[src/rtl/button_pkg.sv]
`default_nettype none
//------------------------------------------------------------------------------
// button_pkg: debounce FSM state encoding and default configuration. Rev 1.0
//------------------------------------------------------------------------------
package button_pkg;

  typedef enum logic [1:0] {
    RELEASED     = 2'd0,
    PRESS_PEND   = 2'd1,
    PRESSED      = 2'd2,
    RELEASE_PEND = 2'd3
  } btn_state_e;

  localparam int DEF_N_BTN           = 4;
  localparam int DEF_SYNC_STAGES     = 2;
  localparam int DEF_DEBOUNCE_CYCLES = 50000;
  localparam int DEF_ACTIVE_HIGH     = 1;
  localparam int DEF_REPEAT_DELAY    = 25000000;
  localparam int DEF_REPEAT_PERIOD   = 5000000;

  function automatic int max_int(input int a, input int b);
    return (a > b) ? a : b;
  endfunction

endpackage
`default_nettype wire

[src/rtl/button_channel.sv]
`default_nettype none
//------------------------------------------------------------------------------
// button_channel: one button's synchroniser, debounce FSM and auto-repeat
// (auto-repeat only when BTN_AUTOREPEAT_EN is defined). Rev 1.0
//------------------------------------------------------------------------------
module button_channel
  import button_pkg::*;
#(
  parameter int SYNC_STAGES     = DEF_SYNC_STAGES,
  parameter int DEBOUNCE_CYCLES = DEF_DEBOUNCE_CYCLES,
  parameter int ACTIVE_HIGH     = DEF_ACTIVE_HIGH,
  parameter int REPEAT_DELAY    = DEF_REPEAT_DELAY,
  parameter int REPEAT_PERIOD   = DEF_REPEAT_PERIOD
) (
  input  logic clk_in,
  input  logic rst_n,
  input  logic btn_raw,
  output logic level,
  output logic press_pulse,
  output logic release_pulse,
  output logic repeat_pulse
);

  localparam int                CNT_W   = $clog2(DEBOUNCE_CYCLES + 1);
  localparam logic [CNT_W-1:0]  CNT_MAX = CNT_W'(DEBOUNCE_CYCLES);

  if ((SYNC_STAGES < 2) || (DEBOUNCE_CYCLES < 1) ||
      (REPEAT_DELAY < 1) || (REPEAT_PERIOD < 1)) begin : g_bad_cfg
    $error("button_channel: illegal parameter set");
  end

  logic [SYNC_STAGES-1:0] sync_q, sync_d;
  btn_state_e             state_q, state_d;
  logic [CNT_W-1:0]       cnt_q, cnt_d, cnt_inc;
  logic                   level_q, level_d;
  logic                   press_q, press_d;
  logic                   release_q, release_d;
  logic                   sample;

  // Polarity is normalised before the first synchroniser stage.
  always_comb begin
    sync_d = {sync_q[SYNC_STAGES-2:0], (ACTIVE_HIGH != 0) ? btn_raw : ~btn_raw};
  end

  assign sample  = sync_q[SYNC_STAGES-1];
  assign cnt_inc = (cnt_q == CNT_MAX) ? cnt_q : cnt_q + 1'b1;

  always_comb begin
    state_d   = state_q;
    cnt_d     = cnt_q;
    level_d   = level_q;
    press_d   = 1'b0;
    release_d = 1'b0;
    case (state_q)
      RELEASED: begin
        if (sample) begin
          state_d = PRESS_PEND;
          cnt_d   = '0;
        end
      end
      PRESS_PEND: begin
        if (!sample) begin
          state_d = RELEASED;
          cnt_d   = '0;
        end else if (cnt_inc == CNT_MAX) begin
          state_d = PRESSED;
          cnt_d   = '0;
          level_d = 1'b1;
          press_d = 1'b1;
        end else begin
          cnt_d = cnt_inc;
        end
      end
      PRESSED: begin
        if (!sample) begin
          state_d = RELEASE_PEND;
          cnt_d   = '0;
        end
      end
      RELEASE_PEND: begin
        if (sample) begin
          state_d = PRESSED;
          cnt_d   = '0;
        end else if (cnt_inc == CNT_MAX) begin
          state_d   = RELEASED;
          cnt_d     = '0;
          level_d   = 1'b0;
          release_d = 1'b1;
        end else begin
          cnt_d = cnt_inc;
        end
      end
      default: begin
        state_d = RELEASED;
        cnt_d   = '0;
      end
    endcase
  end

  always_ff @(posedge clk_in or negedge rst_n) begin
    if (!rst_n) begin
      sync_q    <= '0;
      state_q   <= RELEASED;
      cnt_q     <= '0;
      level_q   <= 1'b0;
      press_q   <= 1'b0;
      release_q <= 1'b0;
    end else begin
      sync_q    <= sync_d;
      state_q   <= state_d;
      cnt_q     <= cnt_d;
      level_q   <= level_d;
      press_q   <= press_d;
      release_q <= release_d;
    end
  end

  assign level         = level_q;
  assign press_pulse   = press_q;
  assign release_pulse = release_q;

`ifdef BTN_AUTOREPEAT_EN
  localparam int               RPT_MAX   = max_int(REPEAT_DELAY, REPEAT_PERIOD);
  localparam int               RPT_W     = (RPT_MAX > 1) ? $clog2(RPT_MAX) : 1;
  localparam logic [RPT_W-1:0] RPT_FIRST = RPT_W'(REPEAT_DELAY - 1);
  localparam logic [RPT_W-1:0] RPT_NEXT  = RPT_W'(REPEAT_PERIOD - 1);

  logic [RPT_W-1:0] rpt_q, rpt_d;
  logic             repeat_q, repeat_d;

  // Down-counter: holds the number of edges left before the next repeat pulse.
  always_comb begin
    rpt_d    = '0;
    repeat_d = 1'b0;
    if ((state_d == PRESSED) && (state_q != PRESSED)) begin
      rpt_d = RPT_FIRST;
    end else if ((state_d == PRESSED) && (state_q == PRESSED)) begin
      if (rpt_q == '0) begin
        repeat_d = 1'b1;
        rpt_d    = RPT_NEXT;
      end else begin
        rpt_d = rpt_q - 1'b1;
      end
    end
  end

  always_ff @(posedge clk_in or negedge rst_n) begin
    if (!rst_n) begin
      rpt_q    <= '0;
      repeat_q <= 1'b0;
    end else begin
      rpt_q    <= rpt_d;
      repeat_q <= repeat_d;
    end
  end

  assign repeat_pulse = repeat_q;
`else
  assign repeat_pulse = 1'b0;
`endif

endmodule
`default_nettype wire

[src/rtl/button_conditioner.sv]
`default_nettype none
//------------------------------------------------------------------------------
// button_conditioner: N_BTN debounced buttons with press/release/repeat pulses;
// auto-repeat built only when BTN_AUTOREPEAT_EN is defined. Rev 1.0
//------------------------------------------------------------------------------
module button_conditioner
  import button_pkg::*;
#(
  parameter int N_BTN           = DEF_N_BTN,
  parameter int SYNC_STAGES     = DEF_SYNC_STAGES,
  parameter int DEBOUNCE_CYCLES = DEF_DEBOUNCE_CYCLES,
  parameter int ACTIVE_HIGH     = DEF_ACTIVE_HIGH,
  parameter int REPEAT_DELAY    = DEF_REPEAT_DELAY,
  parameter int REPEAT_PERIOD   = DEF_REPEAT_PERIOD
) (
  input  logic             clk_in,
  input  logic             rst_n,
  input  logic [N_BTN-1:0] buttons_in,
  output logic [N_BTN-1:0] btn_level,
  output logic [N_BTN-1:0] btn_press,
  output logic [N_BTN-1:0] btn_release,
  output logic [N_BTN-1:0] btn_repeat,
  output logic             any_press
);

  for (genvar i = 0; i < N_BTN; i++) begin : g_chan
    button_channel #(
      .SYNC_STAGES    (SYNC_STAGES),
      .DEBOUNCE_CYCLES(DEBOUNCE_CYCLES),
      .ACTIVE_HIGH    (ACTIVE_HIGH),
      .REPEAT_DELAY   (REPEAT_DELAY),
      .REPEAT_PERIOD  (REPEAT_PERIOD)
    ) u_chan (
      .clk_in       (clk_in),
      .rst_n        (rst_n),
      .btn_raw      (buttons_in[i]),
      .level        (btn_level[i]),
      .press_pulse  (btn_press[i]),
      .release_pulse(btn_release[i]),
      .repeat_pulse (btn_repeat[i])
    );
  end

  // OR of registered pulses only, so nothing combinational reaches buttons_in.
  assign any_press = |btn_press;

endmodule
`default_nettype wire

[config.mk]
export PLATFORM = sky130hd
export DESIGN_NAME = button_conditioner
export DESIGN_NICKNAME = d
export VERILOG_FILES = /design/src/rtl/button_pkg.sv /design/src/rtl/button_channel.sv /design/src/rtl/button_conditioner.sv
export SDC_FILE = /design/constraint.sdc
export NUM_CORES = 1
export LEC_CHECK = 0
export ABC_AREA = 0
export CORE_ASPECT_RATIO = 0.8
export CORE_MARGIN = 5
export CORE_UTILIZATION = 55
export DETAILED_ROUTE_END_ITERATION = 8
export MAX_ROUTING_LAYER = met4
export PLACE_DENSITY_LB_ADDON = 0.12
export SLEW_MARGIN = 30
export SYNTH_ARGS = -nofsm -noshare
export SYNTH_HDL_FRONTEND = slang
export SYNTH_SLANG_ARGS = --single-unit
[constraint.sdc]
create_clock -name clk_in -period 3.6 [get_ports clk_in]
set_input_delay 0.72 -clock clk_in [delete_from_list [all_inputs] [get_ports clk_in]]
set_output_delay 0.72 -clock clk_in [all_outputs]
set_load 0.03 [all_outputs]
Word level (Yosys, flattened, before mapping)
Index checks and enable logic that the tools add are counted.
Widths: inputs -> output; s select.
Storage, ports and cells
  bits in registers: 92
  input bits: 6
  output and inout bits: 17
  word-level logic and storage cells: 197
Operators by class
  add/subtract/negate cells: 4
  eq/ne operators: 52
  mux-type cells: 96
  reduce and logical (&&, ||, !) cells: 21
Operators by type and width (count)
  $mux 16: 24
  $pmux 16 s4: 4
  $eq 16x16->1 const B: 8
  $add 16x1->16 const B: 4
  $mux 2: 24
  $mux 1: 36
  $ne 2x1->1 const B: 16
  $pmux 2 s4: 4
  $reduce_and 5->1: 4
  $eq 2x2->1 const B: 8
  $ne 2x2->1 const B: 8
  $reduce_and 4->1: 4
  $ne 3x1->1 const B: 4
  $ne 3x3->1 const B: 4
  $eq 2x1->1 const B: 4
  $logic_not 2->1: 4
  $pmux 1 s2: 4
  $reduce_and 2->1: 4
  $reduce_bool 2->1: 4
  $reduce_or 4->1: 1

Longest topological paths before layout
Gate-level depths: netlist (run 1).
  word-level depth: 6
  depth in mapped cells: 11
  gate-level depth less buffers: 9

Modules after synthesis
Synthesis (run 1) repeated with hierarchy kept, for this count alone.
Second synthesis, totals
  cells, all modules: 661
  area total of the unflattened synthesis: 6034.5 µm²
Modules (own cells, without submodules)
  button_channel (g_chan[0].u_chan ...): instances 3, cells an instance 164, area an instance 1516.5 µm², seq. area each 575.6 µm²
  button_channel (g_chan[3].u_chan): instances 1, cells an instance 168, area an instance 1477.7 µm², seq. area each 575.6 µm²
  button_conditioner: instances 1, cells an instance 1, area an instance 7.5 µm², seq. area each 0.0 µm²

Least setup slack after synthesis (run 1)
OpenSTA, ideal clock, no wires.
  path type: register to register
  start point: register g_chan[2].u_chan.cnt_q[3]
  end point: register g_chan[2].u_chan.cnt_q[14]
  library setup time: 0.124 ns
  arrival: 2.726 ns
  data required time: 3.476 ns
  slack: 0.751 ns
  stages on the path, launching flop included: 9
  buffers on the path: 1
  period minus slack after synthesis: 2.849 ns
  cell sequence: dfrtp_1 -> clkbuf_1 -> or4b_2 -> nor4_1 -> xnor2_1 -> nand2_1 -> o31ai_2 -> nor2_1 -> a211o_1
On the way
  cells in the longest elaborated chain, start to end: 6
  elaborated cells on any way between the ends: 8
  classes of those cells: add/sub: 1; eq/ne: 2; mux: 5
Ends and longest elaborated chain
  from (decl): RTL line button_channel.sv:34  | logic [CNT_W-1:0] cnt_q, cnt_d, cnt_inc;
  from (signal assigned): RTL line button_channel.sv:111  | cnt_q <= cnt_d;
  $add 16x1->16 / $eq 16x16->1 (equally long branches): RTL line button_channel.sv:46  | assign cnt_inc = (cnt_q == CNT_MAX) ? cnt_q : cnt_q + 1'b1;
  $mux 16 *: RTL line button_channel.sv:46
  $eq 16x16->1: RTL line button_channel.sv:65, button_channel.sv:84
  $mux 16 *: RTL line button_channel.sv:65, button_channel.sv:84
  $mux 16, on equally long branches: RTL line button_channel.sv:81, button_channel.sv:62
  $pmux 16 s4 *: RTL line button_channel.sv:54  | case (state_q)
Every way passes the cells marked *; elsewhere a longest branch is shown, timed or not.
A chain may end at the register's enable or synchronous reset.

Final worst setup path (run 1)
  start point: register g_chan[2].u_chan.cnt_q[3]
  end point: register g_chan[2].u_chan.cnt_q[4]
Same word-level chain as after synthesis.

==> results of run 1 <==
[final timing paths]
| check | from | end | depth (start not counted) |
|---|---|---|---|
| min in group asynchronous | rst_n | g_chan[2].u_chan.cnt_q[1] | 1 |
| min reg2reg | g_chan[0].u_chan.sync_q[0] | g_chan[0].u_chan.sync_q[1] | 0 |
| min | g_chan[0].u_chan.sync_q[0] | g_chan[0].u_chan.sync_q[1] | 0 |
| max | g_chan[2].u_chan.cnt_q[3] | g_chan[2].u_chan.cnt_q[4] | 7 |
| max reg2reg | g_chan[2].u_chan.cnt_q[3] | g_chan[2].u_chan.cnt_q[4] | 7 |
| max in group asynchronous | rst_n | g_chan[3].u_chan.cnt_q[3] | 2 |
[flip-flops by register name, summed over array words and instances, names as in the netlist, named ones only]
register / cells
g_chan.u_chan.press_pulse: 4
g_chan.u_chan.sync_q: 8
g_chan.u_chan.release_pulse: 4
g_chan.u_chan.cnt_q: 64
g_chan.u_chan.state_q: 4
g_chan.u_chan.level: 4
[through the flow]
stage	total power (W)	utilization, %
after global placement	0.00128	57.6
after floorplan	0.00122	-
final	0.00224	60.7
after CTS	0.00226	60.7
after detailed placement	0.00129	57.7
after global routing	0.00234	60.7
[cells by family after synthesis]
| group | after synthesis | synth area share (%) |
|---|---|---|
| other | 1 | 0.0639 |
| flip-flops | 92 | 39.3 |
| multiplexers | 12 | 2.20 |
| adder cells (fa/ha/maj) | 8 | 1.71 |
| AND/OR/NAND/NOR | 333 | 30.2 |
| buffers and inverters | 91 | 6.87 |
| AO/OA/AOI/OAI | 148 | 16.7 |
| XOR/XNOR | 20 | 2.99 |
[final cells by class]
type / count / area share, %
sequential: 92 / 36.7
inverter: 27 / 1.62
tap: 140 / 2.79
clock inverter: 4 / 0.759
clock buffer: 12 / 4.09
timing repair buffer: 21 / 3.19
multi-input combinational: 525 / 50.8
[where the power goes]
group | switching (W) | internal [W] | total [W]
registers | 0.0000379 | 0.00105 | 0.00109
logic | 0.000122 | 0.0000572 | 0.000179
clock network | 0.000390 | 0.000574 | 0.000963
[per-layer routing]
metal,up-vias,global-route usage [%],wire (µm)
met2,194,33.8,6110
li1,2480,-,-
met1,2527,31.4,6370
met4,0,7.83,194
met3,23,4.18,925
met5,-,-,0
[cell usage in the layout, fill, tap and decap left out, types with 7 or more instances in the layout]
master and count:
xnor2_1 8, clkdlybuf4s50_1 17, a21oi_1 26, nand2_1 80
or3_1 17, a31oi_1 9, and2_1 10, inv_1 27
nor2_1 42, o21ai_0 44, nand3_1 50, nand4_1 25
a22o_1 8, ha_1 8, nor3_1 26, nor3b_1 11
nand2b_1 7, mux2i_1 8, a211o_1 9, xor2_1 12
and3_1 10, clkbuf_16 9, nor4_1 11, dfrtp_1 92
==> results.md, run 1 <==
- GP Congestion: 1.04
- Design area: 6270 µm²
- Worst Path Required: 3.83 ns
- Avg Cell Area, Syn: 8.32 µm²
- Synth top area share: 39.3%
- Residual DRC: 0
- Buffers on Ports: 18
- Reg2reg setup slack: 0.36 ns
- Post-CTS Setup Bufs: 0
- Synthesized cell area: 5860 µm²
- PnR worst setup slack: 0.361 ns
- DIE AREA: 12800 µm²
- Finished Layout Cells: 821
- RSZ-0062 raised after global routing: false
- Max-slew headroom: 48.5%
- Remaining antenna violation count after routing: 0
- Filler instances: 898
- Die height: 102 µm
- Critical path arrival: 3.47 ns
- Post-synth ARST share: 100%
- PwrDens: 357 nW/µm²
- Reg clk slew, reported paths: 0.06 ns
- Core footprint: 10300 µm²
- Peak VDD IR: 0.000229 V
- Sum Neg Setup Slack: 0 ns
- Clk_lat worst skew: 0.34 ns
- IO Pins: 23
- Starting Density: 56.8%
- Clock skew: 0.00606 ns
- Clock Path Buffers: 2
- Buf/Inv on CP: 0
- Clock Tree Root: clkbuf_16
- Post-cts resize count: 0
- Sequential share of the synthesized area: 39.3%
- MaxCap Viol Count: 0
- P_leak: 2.57 nW
- Most frequent cells after synthesis: dfrtp_1 (92), nand2_1 (80), nand3_1 (50), clkbuf_1 (47), nor2_1 (45)
- Hold Buf Count CTS: 0
- Max-slew violations: 0
- Number of flops mapped to enable cells by yosys: 0
- Final setup viols: 0
- Netlist cell types: 62
- Fmax: 309 MHz
- Worst min-delay path category: register to register
- Multi-input gate area: 3180 µm²
- Num CTS Buffers: 9
- Vias: 5224
- Maximum fanout along the worst path: 9
- DR iter-0 viols: 530
- Final nets: 690
- P&R area growth vs syn: 6.87%
- Grt ovf: 0
- Final worst hold slack: 0.349 ns
- Global-route wire length before repair: 23200 µm
- Placed cell areas: 5960 µm²
- Yosys top cell by area: dfrtp_1
- Tmin final: 3.24 ns
- Storage element area: 2300 µm²
- Die span in x: 125 µm
- Seq cells post-synth: 92
- Crit path largest cell delay: 0.68 ns
- H-tree depth: 3
- Outcome: finished, final reports clean
- Inst Count DP: 805
- Via/cell ratio: 6.36
- CP Class: register to register
- Drt first pass iters: 5
- Syn Inst Count: 705
- Pin count of the biggest net entering global routing: 45
- Delay-heaviest family, CP: simple AND/OR/NAND/NOR gates
- CTS tree: built
- Share of cells above drive strength 1: 5.73%
- Top cells by area, synth: dfrtp_1 (39%), nand2_1 (5.1%), nand3_1 (4.3%)
- CP startpoint kind: register
- Final Hold Fails: 0
- Detailed placement HPWL: 9350 µm
- Initial antenna violation count: 0
- Critical path's slowest cell: or4b_2
- Vias in the first global route: 4840
- GRT Overall Usage: 22.7%
- CTS Sinks: 92
- Post-Route WL: 13600 µm
- Cells along the critical path: or4b_2 > nor4_1 > xnor2_1 > nand2_1 > o31ai_2 > nor2_1 > a211o_1
- WL per Instance: 16.6 µm
- Slew @ Worst Pin: 0.769 ns
- Top-count cell post-synth: dfrtp_1
- Main flop type after synthesis: dfrtp_1
- Placement Rows: 33
- ANT cells: 0
- Period utilisation layout: 90.0%
- Place WS: 0.455 ns
- Ys Warns: 0
- CP endpoint kind: register
(Power assumes the default switching activity.)
==> run 2, diff against run 1 <==
- ABC_AREA: 0 -> 1
- clock period: 3.6 -> 3.5 ns (I/O delays scaled with it)
==> results.md, run 2 <==
- Cells along the critical path: or4_1 > clkdlybuf4s50_1
- R2R Path End: g_chan[0].u_chan.cnt_q[8]
- Hold path startpoint: g_chan[3].u_chan.sync_q[0]
- CP endpoint kind: output port
- Slew @ Worst Pin: 0.806 ns (+0.0366 ns)
- Clock Tree Root: clkbuf_16
- Synthesized cell area: 6070 µm² (+3.6%)
- Clock Path Buffers: 2 (unchanged)
- Most common cell after layout, fill and taps aside: nand2_1
- Most flops, register: g_chan.u_chan.cnt_q
- Outcome: finished, final reports clean
- Worst min-delay path category: register to register
- DR iter-0 viols: 514 (-3.0%)
- Cell Int Power: 0.00180 W (+7.0%)
- Reg clk slew, reported paths: 0.07 ns (about the same)
- Yosys top cell by area: dfrtp_1
- Number of flops mapped to enable cells by yosys: 0 (unchanged)
- Post-synth ARST share: 100% (unchanged)
- P_leak: 3.05 nW (+19%)
- Reg power frac: 46.6% (-2.3 points)
- Reg2Reg Depth: 11 (+4)
- Post-cts resize count: 0 (unchanged)
- Tmin final: 2.54 ns
- ANT cells: 0 (unchanged)
- Pin count of the biggest net entering global routing: 63 (+40%)
- Hold Buf Count CTS: 0 (unchanged)
- Clk_lat worst skew: 0.35 ns (about the same)
- Critical path arrival: 1.84 ns (-1.63 ns)
- Seq cells post-synth: 92 (unchanged)
- GP Congestion: 0.957 (-8.3%)
- Worst Path Required: 2.80 ns (-1.03 ns)
- CP startpoint kind: register
- Starting Density: 56.0% (-0.81 points)
- Hold Path Depth: 0 (unchanged)
- Remaining antenna violation count after routing: 0 (unchanged)
- CTS Sinks: 92 (unchanged)
- CP Class: register to output port
- Sum Neg Setup Slack: 0 ns (unchanged)
- Final setup viols: 0 (unchanged)
- Vias in the first global route: 5076 (+4.9%)
- Clock power frac: 47.7% (+4.6 points)
- Top-count cell post-synth: nand2_1
- Most frequent cells in the layout: nand2_1 (188), inv_1 (117), nand3_1 (102), nor2_1 (94), dfrtp_1 (92)
- P&R area growth vs syn: 9.76%
- Netlist cell types: 35 (-44%)
- Die span in x: 128 µm (+1.6%)
- DIE AREA: 13300 µm² (+3.3%)
- WL per Instance: 14.4 µm (-13%)
- Period utilisation layout: 72.4%
- Top cells by area, synth: dfrtp_1 (38%), nand2_1 (12%), nand3_1 (8.4%)
- Grt ovf: 0 (unchanged)
- Detailed placement HPWL: 10600 µm (+13%)
- Buffers on Ports: 18 (unchanged)
- Syn Inst Count: 833 (+18%)
- Max-slew violations: 0 (unchanged)
- Max-slew headroom: 46.3% (-2.2 points)
- Reg2reg setup slack: 1.22 ns (+0.86 ns)
- Die height: 104 µm (+1.6%)
- Share of cells above drive strength 1: 7.66% (+1.9 points)
- Maximum fanout along the worst path: 2 (-7)
- Residual DRC: 0 (unchanged)
- Ys Warns: 0 (unchanged)
- RSZ-0062 raised after global routing: false
- PnR worst setup slack: 0.965 ns (+0.604 ns)
- Hold worst-path end: g_chan[3].u_chan.sync_q[1]
- Most frequent cells after synthesis: nand2_1 (188), inv_1 (117), nand3_1 (102), nor2_1 (94), dfrtp_1 (92)
- Num CTS Buffers: 9 (unchanged)
- Worst reg2reg startpoint: g_chan[0].u_chan.cnt_q[0]
- Avg Cell Area, Syn: 7.29 µm² (-12%)
- Delay-heaviest family, CP: buffers and inverters
- Global-route wire length before repair: 24700 µm (+6.4%)
- Post-Route WL: 14300 µm (+4.8%)
- Placement Rows: 34 (+3.0%)
- MaxCap Viol Count: 0 (unchanged)
- PwrDens: 353 nW/µm² (-1.0%)
- Initial antenna violation count: 0 (unchanged)
- Sw Pwr: 0.000550 W (+0.17%)
- Sw Share: 23.4% (-1.2 points)
- CTS tree: built
- Final Hold Fails: 0 (unchanged)
- Final nets: 858 (+24%)
- Critical path's slowest cell: clkdlybuf4s50_1
- Buf/Inv on CP: 1 (+1)
- Clock skew: 0.00829 ns (+0.00223 ns)
- Peak VDD IR: 0.000269 V (+17%)
- Core footprint: 10800 µm² (+5.1%)
- Sequential share of the synthesized area: 37.9% (-1.4 points)
- Main flop type after synthesis: dfrtp_1
- Synth top area share: 37.9% (-1.4 points)
- H-tree depth: 3 (unchanged)
- Drt first pass iters: 6 (+1)
- Max reg flops: 64 (unchanged)
- Place WS: 1.30 ns (+0.848 ns)
- Post-CTS Setup Bufs: 0 (unchanged)
- Via/cell ratio: 5.48 (-14%)
- Logic gate share of total power: 5.8% (-2.2 points)
- Vias: 5439 (+4.1%)
- GRT Overall Usage: 23.1% (+0.43 points)
- Largest registers: g_chan.u_chan.cnt_q x64, g_chan.u_chan.sync_q x8
- Crit path largest cell delay: 0.60 ns (-0.08 ns)
- IO Pins: 23 (unchanged)
- Fmax: 394 MHz
[run 2: cell count changes after synthesis, sizes merged, moves of 34 or more]
cell | previous run | this run
nand2 | 81 | 198
inv | 27 | 121
nor2 | 45 | 113
nand3 | 50 | 107
clkbuf | 47 | 7
xor2 | 12 | 48
o21ai | 45 | 11
[run 2: metal layers]
layer  routed length (µm)  vias up  GRT usage, %
li1                     -     2681             -
met1                 6620     2553          32.7
met2                 6500      189          34.0
met3                  980       16          5.03
met4                  162        0          5.59
met5                    0        -             -
[run 2: how the worst max path moves through the flow]
stage               depth (start not counted)                         end  slack [ns]                          from
floorplan                                  11  g_chan[2].u_chan.cnt_q[10]        1.65     g_chan[2].u_chan.cnt_q[0]
global placement                            2                   any_press        1.35  g_chan[1].u_chan.press_pulse
detailed placement                         10   g_chan[0].u_chan.cnt_q[8]        1.30     g_chan[0].u_chan.cnt_q[0]
CTS                                         2                   any_press        0.95  g_chan[1].u_chan.press_pulse
global route                                2                   any_press        0.92  g_chan[1].u_chan.press_pulse
finish                                      2                   any_press        0.96  g_chan[1].u_chan.press_pulse
[run 2: stage by stage]
stage               utilization, %  power (W)  instances  instance area [µm²]  hold WS [ns]
finish                        61.5    0.00235        993                 6670         0.349
global route                  61.5    0.00245        993                 6670         0.356
global placement              58.3    0.00125        977                 6320         0.334
CTS                           61.5    0.00238        993                 6670         0.355
floorplan                        -    0.00120        836                 6090         0.331
detailed placement            58.3    0.00125        977                 6320         0.343
[run 2: area by class of cell]
class                      instances  area (µm²)
timing repair buffer              22         220
inverter                         124         465
clock buffer                      12         267
clock inverter                     4        77.6
multi-input combinational        595        3160
tap                              144         180
sequential                        92        2300
fill                             965        4180
[run 2: worst reg2reg max path, delay by kind of cell, from the launching register on]
| kind | cells | cell delay [ns] |
|---|---|---|
| adder cells (fa/ha/maj) | 1 | 0.21 |
| XOR/XNOR | 1 | 0.31 |
| AND/OR/NAND/NOR | 9 | 1.19 |
| flip-flops | 1 | 0.45 |
[run 2: power groups by stage]
stage / combinational (W) / sequential, W / clock, W
6_report: 0.000136 / 0.00110 / 0.00112
2_1_floorplan: 0.0000887 / 0.00111 / 0
3_5_place_dp: 0.000136 / 0.00112 / 0
5_1_grt: 0.000156 / 0.00110 / 0.00119
3_3_place_gp: 0.000133 / 0.00111 / 0
4_1_cts: 0.000137 / 0.00110 / 0.00114
[run 2: kinds of logic after synthesis]
group / share of synthesized area (%)
simple gates: 35.9
buf+inv: 10.3
flops: 37.9
compound gates: 6.65
xor+xnor: 7.46
fa+ha+maj: 1.65
other cells: 0.0617
==> run 3, diff against run 2 <==
- clock period: 3.5 -> 2.2 ns (I/O delays scaled with it)
==> results.md, run 3 (same netlist as run 2, synthesis figures left out) <==
- Design area: 6820 µm² (+2.3%)
- Buffers on Ports: 18 (unchanged)
- Num CTS Buffers: 9 (unchanged)
- Most common cell after layout, fill and taps aside: nand2_1
- Total power: 0.00352 W (+49%)
- Sw Share: 25.5% (+2.1 points)
- PnR worst setup slack: 0.105 ns (-0.860 ns)
- Final setup viols: 0 (unchanged)
- P&R area growth vs syn: 12.3%
- CP Class: register to register
- GP Congestion: 0.974 (+1.9%)
- Reg2Reg Depth: 12 (+1)
- Most frequent cells in the layout: nand2_1 (188), inv_1 (117), nand3_1 (100), nor2_1 (92), dfrtp_1 (90)
- Die span in x: 128 µm (unchanged)
- Remaining antenna violation count after routing: 0 (unchanged)
- Reg clk slew, reported paths: 0.07 ns (about the same)
- Final Hold Fails: 0 (unchanged)
- Slew @ Worst Pin: 0.824 ns (+0.0184 ns)
- R2R Path End: g_chan[1].u_chan.cnt_q[1]
- Worst Path Required: 2.43 ns (-0.37 ns)
- CTS tree: built
- CTS Sinks: 92 (unchanged)
- Share of cells above drive strength 1: 10.2% (+2.5 points)
- CP endpoint kind: register
- IO Pins: 23 (unchanged)
- Hold Buf Count CTS: 0 (unchanged)
- Clock skew: 0.00854 ns (+0.000248 ns)
- Fmax: 477 MHz
- Clk_lat worst skew: 0.35 ns (about the same)
- Grt ovf: 0 (unchanged)
- Most flops, register: g_chan.u_chan.cnt_q
- Outcome: finished, final reports clean
- Largest registers: g_chan.u_chan.cnt_q x64, g_chan.u_chan.sync_q x8
- Setup crit start: g_chan[1].u_chan.cnt_q[0]
- Cell Int Power: 0.00262 W (+45%)
- Vias in the first global route: 5292 (+4.3%)
- Drt first pass iters: 5 (-1)
- Reg power frac: 49.4% (+2.8 points)
- CP startpoint kind: register
- Clock Path Buffers: 2 (unchanged)
- Die height: 104 µm (unchanged)
- WL per Instance: 15.0 µm (+4.2%)
- Worst reg2reg startpoint: g_chan[1].u_chan.cnt_q[0]
- Max-slew headroom: 44.9% (-1.4 points)
- Final nets: 872 (+1.6%)
- MaxCap Viol Count: 0 (unchanged)
- Global-route wire length before repair: 25200 µm (+1.8%)
- Maximum fanout along the worst path: 7 (+5)
- Post-Route WL: 15100 µm (+5.6%)
- ANT cells: 0 (unchanged)
- Initial antenna violation count: 0 (unchanged)
- Residual DRC: 0 (unchanged)
- Tmin final: 2.10 ns
- DIE AREA: 13300 µm² (unchanged)
- Max reg flops: 64 (unchanged)
- DR iter-0 viols: 564 (+9.7%)
- Starting Density: 56.0% (unchanged)
- Placed cell areas: 6420 µm² (+1.5%)
- Max-slew violations: 0 (unchanged)
- Reg2reg setup slack: 0.10 ns (-1.12 ns)
- Pin count of the biggest net entering global routing: 45 (-29%)
- Period utilisation layout: 95.2%
- Logic gate share of total power: 7.0% (+1.2 points)
- GRT Overall Usage: 23.4% (+0.24 points)
- Place WS: 0.00205 ns (-1.30 ns)
- Clock power frac: 43.6% (-4.1 points)
- P_leak: 3.13 nW (+2.7%)
- Core footprint: 10800 µm² (unchanged)
- Peak VDD IR: 0.000504 V (+88%)
- Worst min-delay path category: primary input to async pin
- Clock Tree Root: clkbuf_16
- Placement Rows: 34 (unchanged)
- Via/cell ratio: 5.54 (+1.2%)
- Critical path arrival: 2.33 ns (+0.49 ns)
- Sw Pwr: 0.000897 W (+63%)
- Detailed placement HPWL: 11100 µm (+5.4%)
- RSZ-0062 raised after global routing: true
- H-tree depth: 3 (unchanged)
- PwrDens: 515 nW/µm² (+46%)
- Vias: 5581 (+2.6%)
run 3: changes by cell type in the layout (fill, tap and decap cells not counted), moves of 3 or more:
| cell | before | now |
|---|---|---|
| nor2_4 | 4 | 11 |
| buf_4 | 4 | 17 |
| nor2_2 | 15 | 10 |
| nand2_2 | 10 | 7 |
run 3: through the flow:
stage          utilization, %  std cells  TNS [ns]  hold WS (ns)
6_report                 62.9       1007         0         0.110
5_1_grt                  62.9       1007    -0.129         0.164
4_1_cts                  61.9       1004         0         0.137
3_5_place_dp             59.2        988         0         0.343
3_3_place_gp             59.2        988         0         0.334
2_1_floorplan               -        836         0         0.144
run 3: layout make-up:
class                      count  area [µm²]
clock buffer                  12         256
clock inverter                 4        31.3
fill                         931        4020
inverter                     124         465
multi-input combinational    595        3250
sequential                    92        2300
tap                          144         180
timing repair buffer          36         337
run 3: what timing repair did:
| action | 4_1_cts | 5_1_grt |
|---|---|---|
| gates cloned | 0 | 0 |
| pin swaps | 0 | 5 |
| endpoints found under the setup margin | 5 | 43 |
| resized for setup | 2 | 20 |
| buffers inserted | 0 | 3 |
| hold endpoints to repair | 0 | 0 |
run 3: worst max-delay path by stage:
stage,to,slack [ns],cells after the start
6_report,g_chan[1].u_chan.cnt_q[1],0.10,12
5_1_grt,register,-0.03,13
4_1_cts,g_chan[1].u_chan.cnt_q[1],0.05,12
3_3_place_gp,g_chan[2].u_chan.cnt_q[14],0.08,10
3_5_place_dp,g_chan[2].u_chan.cnt_q[14],0.002,13
2_1_floorplan,g_chan[2].u_chan.cnt_q[10],0.35,11
run 3: power groups by stage:
stage / registers (W) / clock network, W / logic [W]
after CTS: 0.00174 / 0.00155 / 0.000240
after global placement: 0.00177 / 0 / 0.000233
final: 0.00174 / 0.00153 / 0.000246
after floorplan: 0.00176 / 0 / 0.000141
after detailed placement: 0.00177 / 0 / 0.000237
after global routing: 0.00174 / 0.00162 / 0.000276
run 3: routing by layer:
metal	track usage, %	vias up	share of wire [%]
met5	-	-	0
met4	5.51	0	1.1
met3	4.11	15	6.1
met2	34.2	188	45
met1	33.9	2657	48
li1	-	2721	-
run 3: critical path, cell delays in order, from the launching register on:
cell     delay, ns
dfrtp_1       0.43
ha_2          0.24
nand3_2       0.14
nor2_4        0.17
nand2_2       0.09
xor2_1        0.23
nand2_1       0.11
nor2_2        0.14
inv_2         0.05
nor2_4        0.14
nand2_4       0.09
nand3_1       0.09
nand2_1       0.05
